[config.mk]
export PLATFORM = sky130hd
export DESIGN_NAME = sqrt_seq
export DESIGN_NICKNAME = d
export VERILOG_FILES = /design/src/rtl/sqrt_seq_pkg.sv /design/src/rtl/sqrt_seq_fsm.sv /design/src/rtl/sqrt_seq.sv
export SDC_FILE = /design/constraint.sdc
export NUM_CORES = 1
export LEC_CHECK = 0
export ABC_AREA = 1
export BUFFER_PORTS_ARGS = -buffer_cell sky130_fd_sc_hd__buf_4
export CORE_ASPECT_RATIO = 1.1
export CORE_UTILIZATION = 52
export DETAILED_ROUTE_END_ITERATION = 6
export PLACE_DENSITY = 0.86
export SLEW_MARGIN = 20
export SYNTH_ARGS = -nofsm -noshare
export SYNTH_HDL_FRONTEND = slang
export SYNTH_SLANG_ARGS = --single-unit
[constraint.sdc]
create_clock -name clk -period 1.9 [get_ports clk]
set_input_delay 0.285 -clock clk [delete_from_list [all_inputs] [get_ports clk]]
set_output_delay 0.285 -clock clk [all_outputs]
set_load 0.01 [all_outputs]
[src/rtl/sqrt_seq_pkg.sv]
// Shared definitions for the sequential square-root unit feeding the circular-motion handler.
package sqrt_seq_pkg;

  typedef enum logic [1:0] {
    IDLE = 2'd0,
    CALC = 2'd1,
    DONE = 2'd2
  } SqrtSeq_state;

  localparam int SQRT_DEFAULT_WIDTH = 32;

endpackage

[src/rtl/sqrt_seq_fsm.sv]
// Control FSM for sqrt_seq: sequences load / iterate / latch and owns the rdy/done handshake.
module sqrt_seq_fsm
  import sqrt_seq_pkg::*;
(
  input  logic clk,
  input  logic reset,
  input  logic clk_en,
  input  logic trigger,
  input  logic last_iter,
  output logic load,
  output logic step,
  output logic latch_result,
  output logic rdy,
  output logic done
);

  SqrtSeq_state r_state;
  logic         r_rdy;
  logic         r_done;

  // State register with rdy/done registered alongside the state they decode.
  always_ff @(posedge clk) begin
    if (reset) begin
      r_state <= IDLE;
      r_rdy   <= 1'b1;
      r_done  <= 1'b1;
    end else if (clk_en) begin
      case (r_state)
        IDLE: begin
          if (trigger) begin
            r_state <= CALC;
            r_rdy   <= 1'b0;
            r_done  <= 1'b0;
          end
        end
        CALC: begin
          if (last_iter) begin
            r_state <= DONE;
            r_done  <= 1'b1;
          end
        end
        DONE: begin
          r_state <= IDLE;
          r_rdy   <= 1'b1;
        end
        default: begin
          r_state <= IDLE;
          r_rdy   <= 1'b1;
          r_done  <= 1'b1;
        end
      endcase
    end
  end

  assign load         = clk_en & (r_state == IDLE) & trigger;
  assign step         = clk_en & (r_state == CALC);
  assign latch_result = clk_en & (r_state == CALC) & last_iter;
  assign rdy          = r_rdy;
  assign done         = r_done;

endmodule

[src/rtl/sqrt_seq.sv]
// Sequential integer square root, two radicand bits per enabled cycle (restoring bit-pair method).
module sqrt_seq
  import sqrt_seq_pkg::*;
#(
  parameter int DATA_WIDTH = SQRT_DEFAULT_WIDTH
) (
  input  logic                    clk,
  input  logic                    reset,
  input  logic                    clk_en,
  input  logic                    trigger,
  input  logic [DATA_WIDTH-1:0]   radicand,
  output logic [DATA_WIDTH/2-1:0] root,
  output logic [DATA_WIDTH/2:0]   remainder,
  output logic                    done,
  output logic                    rdy
);

  localparam int HW = DATA_WIDTH / 2;
  localparam int CW = $clog2(HW + 1);

  logic [DATA_WIDTH-1:0] r_op;
  logic [HW+1:0]         r_rem;
  logic [HW-1:0]         r_rt;
  logic [CW-1:0]         r_cnt;
  logic [HW-1:0]         r_root;
  logic [HW:0]           r_remainder;

  logic          w_load;
  logic          w_step;
  logic          w_latch;
  logic          w_last_iter;
  logic [HW+1:0] w_s;
  logic [HW+1:0] w_t;
  logic          w_ge;
  logic [HW+1:0] w_rem_nxt;
  logic [HW-1:0] w_rt_nxt;
  logic          w_unused;

  sqrt_seq_fsm u_fsm (
    .clk          (clk),
    .reset        (reset),
    .clk_en       (clk_en),
    .trigger      (trigger),
    .last_iter    (w_last_iter),
    .load         (w_load),
    .step         (w_step),
    .latch_result (w_latch),
    .rdy          (rdy),
    .done         (done)
  );

  // rem never exceeds 2*rt, so its top bits drop out of the shifted partial remainder.
  assign w_s         = {r_rem[HW-1:0], r_op[DATA_WIDTH-1 -: 2]};
  assign w_t         = {r_rt, 2'b01};
  assign w_ge        = (w_s >= w_t);
  assign w_rem_nxt   = w_ge ? (w_s - w_t) : w_s;
  assign w_rt_nxt    = {r_rt[HW-2:0], w_ge};
  assign w_last_iter = (r_cnt == CW'(1));
  assign w_unused    = ^r_rem[HW+1:HW];

  // Datapath: operand load, one bit-pair iteration per step, result latch on the final step.
  always_ff @(posedge clk) begin
    if (reset) begin
      r_op        <= '0;
      r_rem       <= '0;
      r_rt        <= '0;
      r_cnt       <= '0;
      r_root      <= '0;
      r_remainder <= '0;
    end else if (w_load) begin
      r_op  <= radicand;
      r_rem <= '0;
      r_rt  <= '0;
      r_cnt <= CW'(HW);
    end else if (w_step) begin
      r_op  <= {r_op[DATA_WIDTH-3:0], 2'b00};
      r_rem <= w_rem_nxt;
      r_rt  <= w_rt_nxt;
      r_cnt <= r_cnt - CW'(1);
      if (w_latch) begin
        r_root      <= w_rt_nxt;
        r_remainder <= w_rem_nxt[HW:0];
      end
    end
  end

  assign root      = r_root;
  assign remainder = r_remainder;

endmodule

After elaboration in Yosys (flattened, before gate mapping). Index checks and enable logic that the tools add are counted.

Flip-flop bits (word level): 106. Bits of input ports: 36. Logic and storage cells: 44. Output and inout port bits: 35.

Equal/unequal tests: 5. Bitwise operators: 7. Mux-type cells: 12. $lt $le $gt $ge: 1. Reductions and logical operators: 7. Add/subtract/negate cells: 2.

Operator list (count): 32-bit two-way mux (2); 18-bit >= comparator (1); 17-bit two-way mux (1); 17-bit subtractor (1); 5-bit two-way mux (2); 3-bit AND reduction (3); 5-bit by 1-bit equality test with 1-bit output (second input constant) (1); 5-bit by 1-bit subtractor with 5-bit output (second input constant) (1); 1-bit bitwise AND (4); 2-bit two-way mux (2); 2-bit one-hot mux with 2 select lines (1); 4-bit AND reduction (1); 1-bit inverter (3); 1-bit one-hot mux with 3 select lines (1); 2-bit by 1-bit equality test with 1-bit output (second input constant) (1); 2-bit equality test (second input constant) (1); 2-bit logical NOT (1); 1-bit two-way mux (2); 2-bit by 1-bit inequality test with 1-bit output (second input constant) (1); 2-bit inequality test (second input constant) (1); 1-bit one-hot mux with 2 select lines (1); 2-bit nonzero test (1); 2-bit OR reduction (1).

Logic depth before layout (Yosys ltp). Gate-level depths: netlist of the first run.

Depth after elaboration: 5. Mapped depth: 16. Depth with buffers taken out: 16.

Modules after synthesis. Synthesis of the first run repeated with hierarchy kept, for this count alone.

Cells, all modules: 844. Area, all modules: 5612.9 um2.

By module, submodules not included: sqrt_seq (cells each 808, times used 1, sequential area each 2042.0 um2, area an instance 5380.2 um2); sqrt_seq_fsm (cells each 36, times used 1, sequential area each 80.1 um2, area an instance 232.7 um2).

Least setup slack after synthesis of the first run. OpenSTA, ideal clock, no wires.

Path kind: register -> register. Start point: reg r_rt[7]. End point: reg r_remainder[10] (netlist: remainder[10]). Arrival time: 1.728 ns. Clock period less this slack: 1.837 ns. Path buffers: 2. Slack: 0.063 ns. Stages on the path, launching flop included: 15. Cells stage by stage: dfxtp_1 > inv_1 > ha_1 > nand2_2 > inv_1 > a21oi_1 > nand3_2 > nand2_1 > nand3_2 > buf_6 > buf_8 > nand2_2 > o211ai_1 > nand2_1 > inv_1.

Cells in the longest elaborated chain, start to end: 2. Elaborated cells between the ends (all ways): 3. Those cells by class: 1 x add/sub; 1 x order compare; 1 x mux.

RTL lines: start: declaration (RTL line sqrt_seq.sv:23) `logic [HW-1:0] r_rt;`; start signal: assignment (RTL line sqrt_seq.sv:78) `r_rt <= w_rt_nxt;`; 17-bit subtractor or 18-bit >= comparator (tied branches) (RTL line sqrt_seq.sv:56, sqrt_seq.sv:55); 17-bit two-way mux * (RTL line sqrt_seq.sv:56) `assign w_rem_nxt = w_ge ? (w_s - w_t) : w_s;`; end signal: assignment (RTL line sqrt_seq.sv:82) `r_remainder <= w_rem_nxt[HW:0];`; end: declaration (RTL line sqrt_seq.sv:26) `logic [HW:0] r_remainder;`.

Every way passes the cells marked *; elsewhere a longest branch is shown, timed or not. A chain may end at the register's enable or synchronous reset.

Worst setup path after layout of the first run.
Start point: reg r_rt[5]. End point: reg r_remainder[15] (netlist: remainder[15]).

Same word-level chain as after synthesis.

==> impl_metrics.toml, run 1 <==
[worst_setup_path]
path_delay_family = "simple AND/OR/NAND/NOR gates"
worst-path-buf-inv = 3
crit_slowest_cell = "dfxtp_2"
critPathRequiredTime_ns = 2.19
end_kind = "flip-flop"
cp.arrival_ns = 2.56
start_kind = "flip-flop"
max_stage_delay_ns = 0.35
worstSetupPathType = "flip-flop to flip-flop"
crit_chain = "inv_2, ha_4, nand2_2, nor2_2, nand3_1, nand3_2, nand2_2, nand3_4, clkinvlp_4, nand2_2, nand3_2, nand2_1, inv_1"
critPathMaxFanout = 7
cp_common_cell = "nand2_2"

[detailed_routing]
wire_per_inst_um = 15.6
drc = 5
vias = 5624
drtPass1Iterations = 7
drt_wl_total_um = 15600
avgViaCountPerCell = 5.64
drtIter0Drc = 470
postRouteAntennaNets = 0

[global_route]
grt.overflow.total = 0
grt_use_met2_pct = 46.6
antenna_found_initial = 0
grt_busiest_layer = "met2"
grtUsageMet1_pct = 30.8
grtUsageMet3_pct = 5.00
grtUsageTotal_pct = 26.3
grt_max_degree = 45
grt_pass1_wl_um = 22400
grt_pass1_vias = 5057

[timing]
fin_worst_skew_ns = 0.0125
timing.final.crit_share_pct = 120
rsz0062_at_grt = "true"
setup_tns_ns = -8.16
slew_violations = 0
tightestPinTransition_ns = 0.470
fmax_mhz = 440
slew_headroom_pct = 68.7
finalHoldViolCount = 0
hold_ws_ns = 0.161
fin_crit_ns = 2.27
finalSetupViolCount = 35
timing.final.ws_setup_ns = -0.372

[clock_network]
cts.clk_slew.worst_paths_ns = 0.10
insertion_delay_ns = 0.38
tritoncts = "done"
clk_path_buf_depth = 2
ctsHtreeMaxLevel = 3
cts_root_buf = "clkbuf_8"
cts_sinks = 106
cts_hold_buffers = 0
cts_made_buffers = 9

[job]
maxCapViolCount = 0

[die]
initial_core_util_pct = 53.6
die_height_um = 108
rows = 38
core_area_um2 = 9840
die_w_um = 98.0
io_pins = 71
die_area_um2 = 10500

[layout]
fin_nets = 929
antenna-diode-count = 0
final_cells = 998
syn_to_final_growth_pct = 34.1
fin_area_um2 = 7070
drive_gt1_share_pct = 32.6
n_fill_cell = 707

[logic_synthesis]
synth_nets = 813
synth-main-ff-cell = "dfxtp_1"
synth_top_area_share_pct = 40.2
yosysSeqAreaShare_pct = 40.2
synth_area_leader_cell = "dfxtp_1"
synth_cell_types = 36
synthTopCellsByCount = "209 x nand2_1, 107 x inv_1, 106 x dfxtp_1, 61 x nor2_1"
synth-seq-cells = 106
yosys_warnings = 0
synth_async_sr_flop_share_pct = 0
avgSynthCellArea_um2 = 6.97
yosys-top-cells-area = "dfxtp_1 40%, nand2_1 15%, inv_1 7.6%"
synthCells = 757
yosysMostFrequentCell = "nand2_1"
synth_edf_count = 0
mappedNetlistArea_um2 = 5270

[status]
status = "finished with violations"
violations = "DRC, setup timing"

[place]
finalWeightedCongestion = 0.918
dp_hpwl_um = 8790
placed_cells = 969
port_buffers = 70
placed_cell_area_um2 = 6240

[power]
cellLeakagePower_nw = 3.21
cellPowerDensity_nw_per_um2 = 795
peakVddDrop_uv = 464

[hold_path]
hold_path.class = "primary input to flip-flop"
==> metal layers <==
metal  up-vias  part of all wire [%]
met5         -                     0
met4         0                   6.3
met3       105                   8.1
met2       341                    48
met1      2530                    38
li1       2648                     -
==> power by group <==
part / internal (mW) / switching (mW) / leakage, nW
Clock: 0.753 / 0.823 / 0.114
Combinational: 0.679 / 1.01 / 2.23
Sequential: 2.30 / 0.0538 / 0.871
==> kinds of logic (layout without fill, tap and decap cells) <==
kind of cell | after synthesis | after routing | synth area share [%]
buf+inv | 146 | 267 | 11.2
fa+ha+maj | 20 | 20 | 4.74
xor+xnor | 10 | 10 | 1.66
compound gates | 159 | 159 | 17.4
simple gates | 316 | 316 | 24.7
flops | 106 | 106 | 40.2
==> cell type report <==
class / instances / area [um^2] / area share, %
tap: 120 / 150 / 2.12
timing repair buffer: 140 / 1110 / 15.8
clock inverter: 7 / 96.3 / 1.36
multi-input combinational: 505 / 3010 / 42.6
inverter: 111 / 423 / 5.98
clock buffer: 9 / 124 / 1.75
sequential: 106 / 2150 / 30.5
==> final timing paths <==
path | start | endpoint | slack [ns] | depth (start not counted)
worst min-delay path | radicand[0] | r_op[0] | 0.16 | 3
worst min register to register | r_op[0] | r_op[0] | 0.47 | 2
worst max-delay path | r_rt[5] | remainder[15] | -0.37 | 13
worst max register to register | r_rt[5] | remainder[15] | -0.37 | 13
==> state kept, by name, summed over array words and instances, names as in the netlist <==
signal and count:
r_cnt 5, r_op 32, r_rem 16, r_rt 16
remainder 17, root 16, u_fsm.done 1, u_fsm.r_state 2
u_fsm.rdy 1
==> worst min-delay path, delay by kind of cell <==
kind | cells | cell delay [ns]
simple gates | 1 | 0.05
buf+inv | 1 | 0.11
compound gates | 1 | 0.06
==> placed cells by master (no fill, tap or decap), types with 2 or more instances in the layout <==
cell,n
o21a_1,8
nor2_4,4
o21ai_1,12
o21ai_0,28
dfxtp_1,83
clkbuf_8,9
o21bai_1,2
xnor2_1,2
nand3_1,13
inv_2,18
a21o_1,2
nand3b_1,2
nor3_4,2
nor2_2,5
clkinv_2,2
nand3_2,10
dfxtp_2,22
nand4_1,2
o21ai_2,7
ha_4,15
a31oi_1,31
buf_4,131
nand2_4,6
o211ai_1,4
o21ai_4,2
nor3_1,2
nor2_1,57
bufinv_16,2
a211oi_1,15
xor2_1,7
ha_1,5
buf_12,3
inv_6,3
a21oi_2,6
a21oi_1,41
nand2_1,182
buf_6,5
inv_1,91
nand2_2,27
==> through the flow <==
step	util (%)	worst slack [ns]	total power, mW
floorplan	-	0.0631	3.16
global placement	63.4	-0.0895	3.49
detailed placement	63.4	-0.161	3.52
CTS	68.9	-0.0302	5.22
global route	71.8	-0.381	5.83
finish	71.8	-0.372	5.62
==> timing repair <==
item | 4_1_cts | 5_1_grt
pin swaps | 13 | 27
setup buffers | 4 | 9
cloned | 1 | 0
gates resized for setup | 70 | 83
endpoints found under the setup margin | 35 | 35
(Power assumes the default switching activity.)
==> run 2: changes to the inputs <==
--- a/config.mk
+++ b/config.mk
@@ -9,3 +9,3 @@
 export BUFFER_PORTS_ARGS = -buffer_cell sky130_fd_sc_hd__buf_4
-export CORE_ASPECT_RATIO = 1.1
+export CORE_ASPECT_RATIO = 0.6
 export CORE_UTILIZATION = 52
==> constraint.sdc (replaced) <==
create_clock -name clk -period 1.9 [get_ports clk]
set_input_delay 0 -clock clk [delete_from_list [all_inputs] [get_ports clk]]
set_output_delay 0 -clock clk [all_outputs]
set_load 0.01 [all_outputs]
==> impl_metrics.toml, run 2 (synthesis results as in run 1) <==
[status]
status = "finished with violations"
violations = "setup timing"

[layout]
final_cells = 1064
fin_util_pct = 78.6
seqCellArea_um2 = 2160
n_fill_cell = 575
mostFrequentLayoutCell = "nand2_1"
antenna-diode-count = 0
fin_nets = 980
multi_input_area_um2 = 3090
regMostFlops = "r_op"
largest_reg_flops = 32
drive_gt1_share_pct = 34.9
most-common-layout-cells = "177 x nand2_1, 150 x buf_4, 87 x inv_1"
syn_to_final_growth_pct = 46.8

[timing]
fin_crit_ns = 2.16
tightestPinTransition_ns = 0.460
finalSetupViolCount = 35
setup_tns_ns = -6.67
rsz0062_at_grt = "true"
timing.final.crit_share_pct = 114
fmax_mhz = 463
finalHoldViolCount = 0
slew_headroom_pct = 69.3
timing.final.ws_setup_ns = -0.259
slew_violations = 0
fin_worst_skew_ns = 0.00960

[power]
swShare_pct = 32.6
cellLeakagePower_nw = 3.50
clock_power_share_pct = 31.0
power_frac_seq_pct = 37.6
cellPowerDensity_nw_per_um2 = 811
peakVddDrop_uv = 1010
p_int_mw = 4.23
p_switching_mw = 2.05
pwr-share-comb_pct = 31.3

[clock_network]
tritoncts = "done"
insertion_delay_ns = 0.36
ctsHtreeMaxLevel = 3
cts_made_buffers = 9
clk_path_buf_depth = 2
cts_sinks = 106
cts.clk_slew.worst_paths_ns = 0.07
cts_root_buf = "clkbuf_16"

[worst_setup_path]
max_stage_delay_ns = 0.32
start_kind = "flip-flop"
cp_common_cell = "nand2_1"
cp.arrival_ns = 2.41
end_kind = "flip-flop"
critPathMaxFanout = 7
crit_slowest_cell = "dfxtp_2"
critPathRequiredTime_ns = 2.15
worstSetupPathType = "flip-flop to flip-flop"
crit_chain = "inv_2, ha_4, nand2_4, inv_1, nand2_1, nand2_1, nand2_1, nand3_2, nand2_4, nand3_4, buf_12, clkbuf_16, nand2_2, o21ai_2, o21ai_1, inv_1"

[die]
rows = 28
die_w_um = 132
initial_core_util_pct = 53.6
die_height_um = 80.0
die_area_um2 = 10600
core_area_um2 = 9840
io_pins = 71

[global_route]
grtUsageTotal_pct = 32.0
antenna_found_initial = 0
grt_max_degree = 40
grt_pass1_vias = 5395
grt.overflow.total = 0
grt_pass1_wl_um = 26400

[place]
port_buffers = 70
placed_cells = 996
dp_hpwl_um = 9720
finalWeightedCongestion = 0.921

[hold_path]
hold_path.class = "primary input to flip-flop"

[detailed_routing]
postRouteAntennaNets = 0
drtIter0Drc = 723
vias = 6246
avgViaCountPerCell = 5.87
drt_wl_total_um = 19300
drc = 0
drtPass1Iterations = 7
wire_per_inst_um = 18.2

[job]
maxCapViolCount = 0
[run 2: changes by cell type in the layout (fill, tap and decap cells not counted), sizes merged]
| cell | change |
|---|---|
| clkbuf | +5 |
| buf | +16 |
| bufinv | -1 |
| clkinv | -1 |
| dlygate4sd3 | +34 |
| inv | -2 |
[run 2: power by group through the flow]
stage               sequential, mW  combinational, mW  clock, mW
global placement              2.39               1.18          0
detailed placement            2.39               1.20          0
global route                  2.37               2.07       2.02
floorplan                     2.38              0.782          0
CTS                           2.35               1.49       1.91
finish                        2.36               1.97       1.95
[run 2: area by class of cell]
class / count / area share, %
Multi-Input combinational cell: 505 / 39.9
Sequential cell: 106 / 27.9
Timing Repair Buffer: 191 / 20.7
Inverter: 111 / 5.43
Clock buffer: 13 / 3.23
Tap cell: 135 / 2.18
Clock inverter: 3 / 0.614
[run 2: critical path: cells and delay by family (launching register included)]
family	cells	cell delay, ns
AOI/OAI and AO/OA	2	0.21
adders and majority gates	1	0.21
buffers and inverters	5	0.55
DFF	1	0.32
and+or+nand+nor	8	0.76
[run 2: repair_timing]
item / CTS / global route
buffers inserted: 10 / 7
resized for setup: 98 / 78
setup endpoints to repair: 35 / 36
gates cloned: 0 / 1
hold buffers: 34 / 0
pin swaps: 23 / 43
hold endpoints to repair: 34 / 0
[run 2: path summary, 6_finish.rpt]
check / from / end / slack, ns / cells after the start
setup / recovery: r_rt[2] / r_rem[5] / -0.26 / 16
hold reg to reg: r_op[2] / r_op[2] / 0.48 / 2
hold / removal: trigger / u_fsm.rdy / 0.22 / 6
setup reg to reg: r_rt[2] / r_rem[5] / -0.26 / 16
[run 2: through the flow]
step / power, mW / instance area (um^2) / hold WS, ns / setup WS [ns]
2_1_floorplan: 3.16 / 5270 / 0.149 / 0.0631
3_3_place_gp: 3.56 / 6350 / 0.263 / -0.142
3_5_place_dp: 3.59 / 6350 / 0.270 / -0.167
4_1_cts: 5.75 / 7420 / 0.210 / -0.0485
5_1_grt: 6.46 / 7740 / 0.270 / -0.363
6_report: 6.28 / 7740 / 0.218 / -0.259
[run 2: layer usage]
layer	wire length (um)	vias up	GRT usage [%]
met5	0	-	0
met4	1220	0	15.7
met3	1840	156	6.54
met2	8850	498	54.1
met1	7430	2838	39.5
li1	-	2754	-
==> run 3: changes to the inputs <==
- CORE_MARGIN: unset -> 3
==> impl_metrics.toml, run 3 (synthesis results as in run 1) <==
[status]
status = "finished with violations"
violations = "setup timing"

[timing]
timing.final.crit_share_pct = 119
tightestPinTransition_ns = 0.462
fin_worst_skew_ns = 0.00955
slew_violations = 0
rsz0062_at_grt = "true"
finalHoldViolCount = 0
finalSetupViolCount = 35
timing.final.ws_setup_ns = -0.360
fin_crit_ns = 2.26
fmax_mhz = 442
slew_headroom_pct = 69.2

[global_route]
grt_pass1_vias = 5542
grt_pass1_wl_um = 27600
grtUsageTotal_pct = 30.0
antenna_found_initial = 0
grt_max_degree = 42
grt.overflow.total = 0

[layout]
syn_to_final_growth_pct = 43.6
largest_reg_flops = 32
drive_gt1_share_pct = 32.0
regMostFlops = "r_op"
antenna-diode-count = 0
fin_nets = 970
fin_area_um2 = 7570
fin_util_pct = 79.5
most-common-layout-cells = "182 x nand2_1, 138 x buf_4, 86 x inv_1"
mostFrequentLayoutCell = "nand2_1"

[clock_network]
ctsHtreeMaxLevel = 3
cts_sinks = 106
clk_path_buf_depth = 2
tritoncts = "done"
cts_made_buffers = 9
cts_root_buf = "clkbuf_16"
cts.clk_slew.worst_paths_ns = 0.08
insertion_delay_ns = 0.36

[die]
initial_core_util_pct = 55.4
die_height_um = 84.0
rows = 27
die_w_um = 136
core_area_um2 = 9530
die_area_um2 = 11400
io_pins = 71

[power]
pwr-share-comb_pct = 30.9
p_int_mw = 4.05
power_frac_seq_pct = 39.0
cellLeakagePower_nw = 3.42
cellPowerDensity_nw_per_um2 = 800
peakVddDrop_uv = 494
p_switching_mw = 2.01
clock_power_share_pct = 30.2
swShare_pct = 33.2

[place]
dp_hpwl_um = 9660
finalWeightedCongestion = 0.932
placed_cell_area_um2 = 6250
port_buffers = 70

[worst_setup_path]
crit_slowest_cell = "dfxtp_1"
path_delay_family = "simple AND/OR/NAND/NOR gates"
critPathRequiredTime_ns = 2.15
reg2regPathDepth = 14
critPathMaxFanout = 7
rrSetupSlack_ns = -0.36
reg2reg_from = "r_rt[8]"
cp.arrival_ns = 2.51
max_stage_delay_ns = 0.33
crit_chain = "inv_1, ha_4, nand2_4, nor2_4, nand2_2, o21ai_2, nand2_2, nand3_4, buf_6, clkinvlp_4, nand2_1, nand3_1, nand2_1, inv_1"
start_kind = "flip-flop"
worst-path-buf-inv = 4
regToRegEndpoint = "remainder[9]"
end_kind = "flip-flop"
worstSetupPathType = "flip-flop to flip-flop"

[hold_path]
min_from = "reset"
hold_path.class = "primary input to flip-flop"
hold_depth = 2
min_to = "u_fsm.r_state[0]"

[detailed_routing]
wire_per_inst_um = 18.0
vias = 6048
avgViaCountPerCell = 5.77
drc = 0
drtPass1Iterations = 5
postRouteAntennaNets = 0
drtIter0Drc = 915
drt_wl_total_um = 18900

[job]
maxCapViolCount = 0
run 3: cell count changes in the layout (fill, tap and decap cells not counted), moves of 5 or more:
cell,before,now
buf_4,150,138
nand3_1,8,16
nand3_2,15,7
dfxtp_2,29,22
dfxtp_1,77,83
nand2_2,29,23
nand2_1,177,182
run 3: layer usage:
metal / GRT usage [%] / vias to the layer above / part of all wire [%]
met5: 0 / - / 0
met2: 47.0 / 451 / 45
met3: 7.41 / 118 / 9.4
met1: 39.9 / 2736 / 39
met4: 11.0 / 0 / 6.0
li1: - / 2743 / -
run 3: what timing repair did:
action                     CTS  global route
pin swaps                   10            39
buffers inserted             9            17
setup endpoints to repair   34            36
hold endpoints to repair    33             0
resized for setup           79            83
hold buffers                33             0
gates cloned                 1             1
run 3: cell type report:
type / instances / area (um^2)
Clock inverter: 5 / 37.5
Tap cell: 130 / 163
Clock buffer: 11 / 243
Multi-Input combinational cell: 505 / 3030
Fill cell: 568 / 1950
Timing Repair Buffer: 181 / 1530
Sequential cell: 106 / 2150
Inverter: 111 / 423
run 3: worst max-delay path by stage:
stage          depth (start not counted)             to  slack [ns]  startpoint
2_1_floorplan                         14  remainder[10]        0.06     r_rt[7]
3_3_place_gp                          15   remainder[2]       -0.11     r_rt[2]
3_5_place_dp                          15   remainder[8]       -0.19     r_rt[2]
4_1_cts                               14      r_rem[15]       -0.07     r_rt[4]
5_1_grt                               14   remainder[9]       -0.44    r_rt[11]
6_report                              14   remainder[9]       -0.36     r_rt[8]
run 3: metrics by stage:
step | TNS, ns | power [mW] | hold WS, ns | setup slack, ns | cells
global route | -8.98 | 6.26 | 0.0573 | -0.440 | 1049
finish | -6.49 | 6.06 | 0.0368 | -0.360 | 1049
global placement | -1.19 | 3.51 | 0.268 | -0.107 | 978
floorplan | 0 | 3.16 | 0.149 | 0.0631 | 757
CTS | -1.01 | 5.63 | 0.0257 | -0.0732 | 1037
detailed placement | -4.07 | 3.53 | 0.289 | -0.194 | 978
run 3: power groups by stage:
stage	sequential, mW	clock (mW)	combinational [mW]
after floorplan	2.38	0	0.782
after global placement	2.39	0	1.12
after detailed placement	2.39	0	1.14
after CTS	2.35	1.81	1.47
after global routing	2.36	1.92	1.98
final	2.36	1.83	1.87
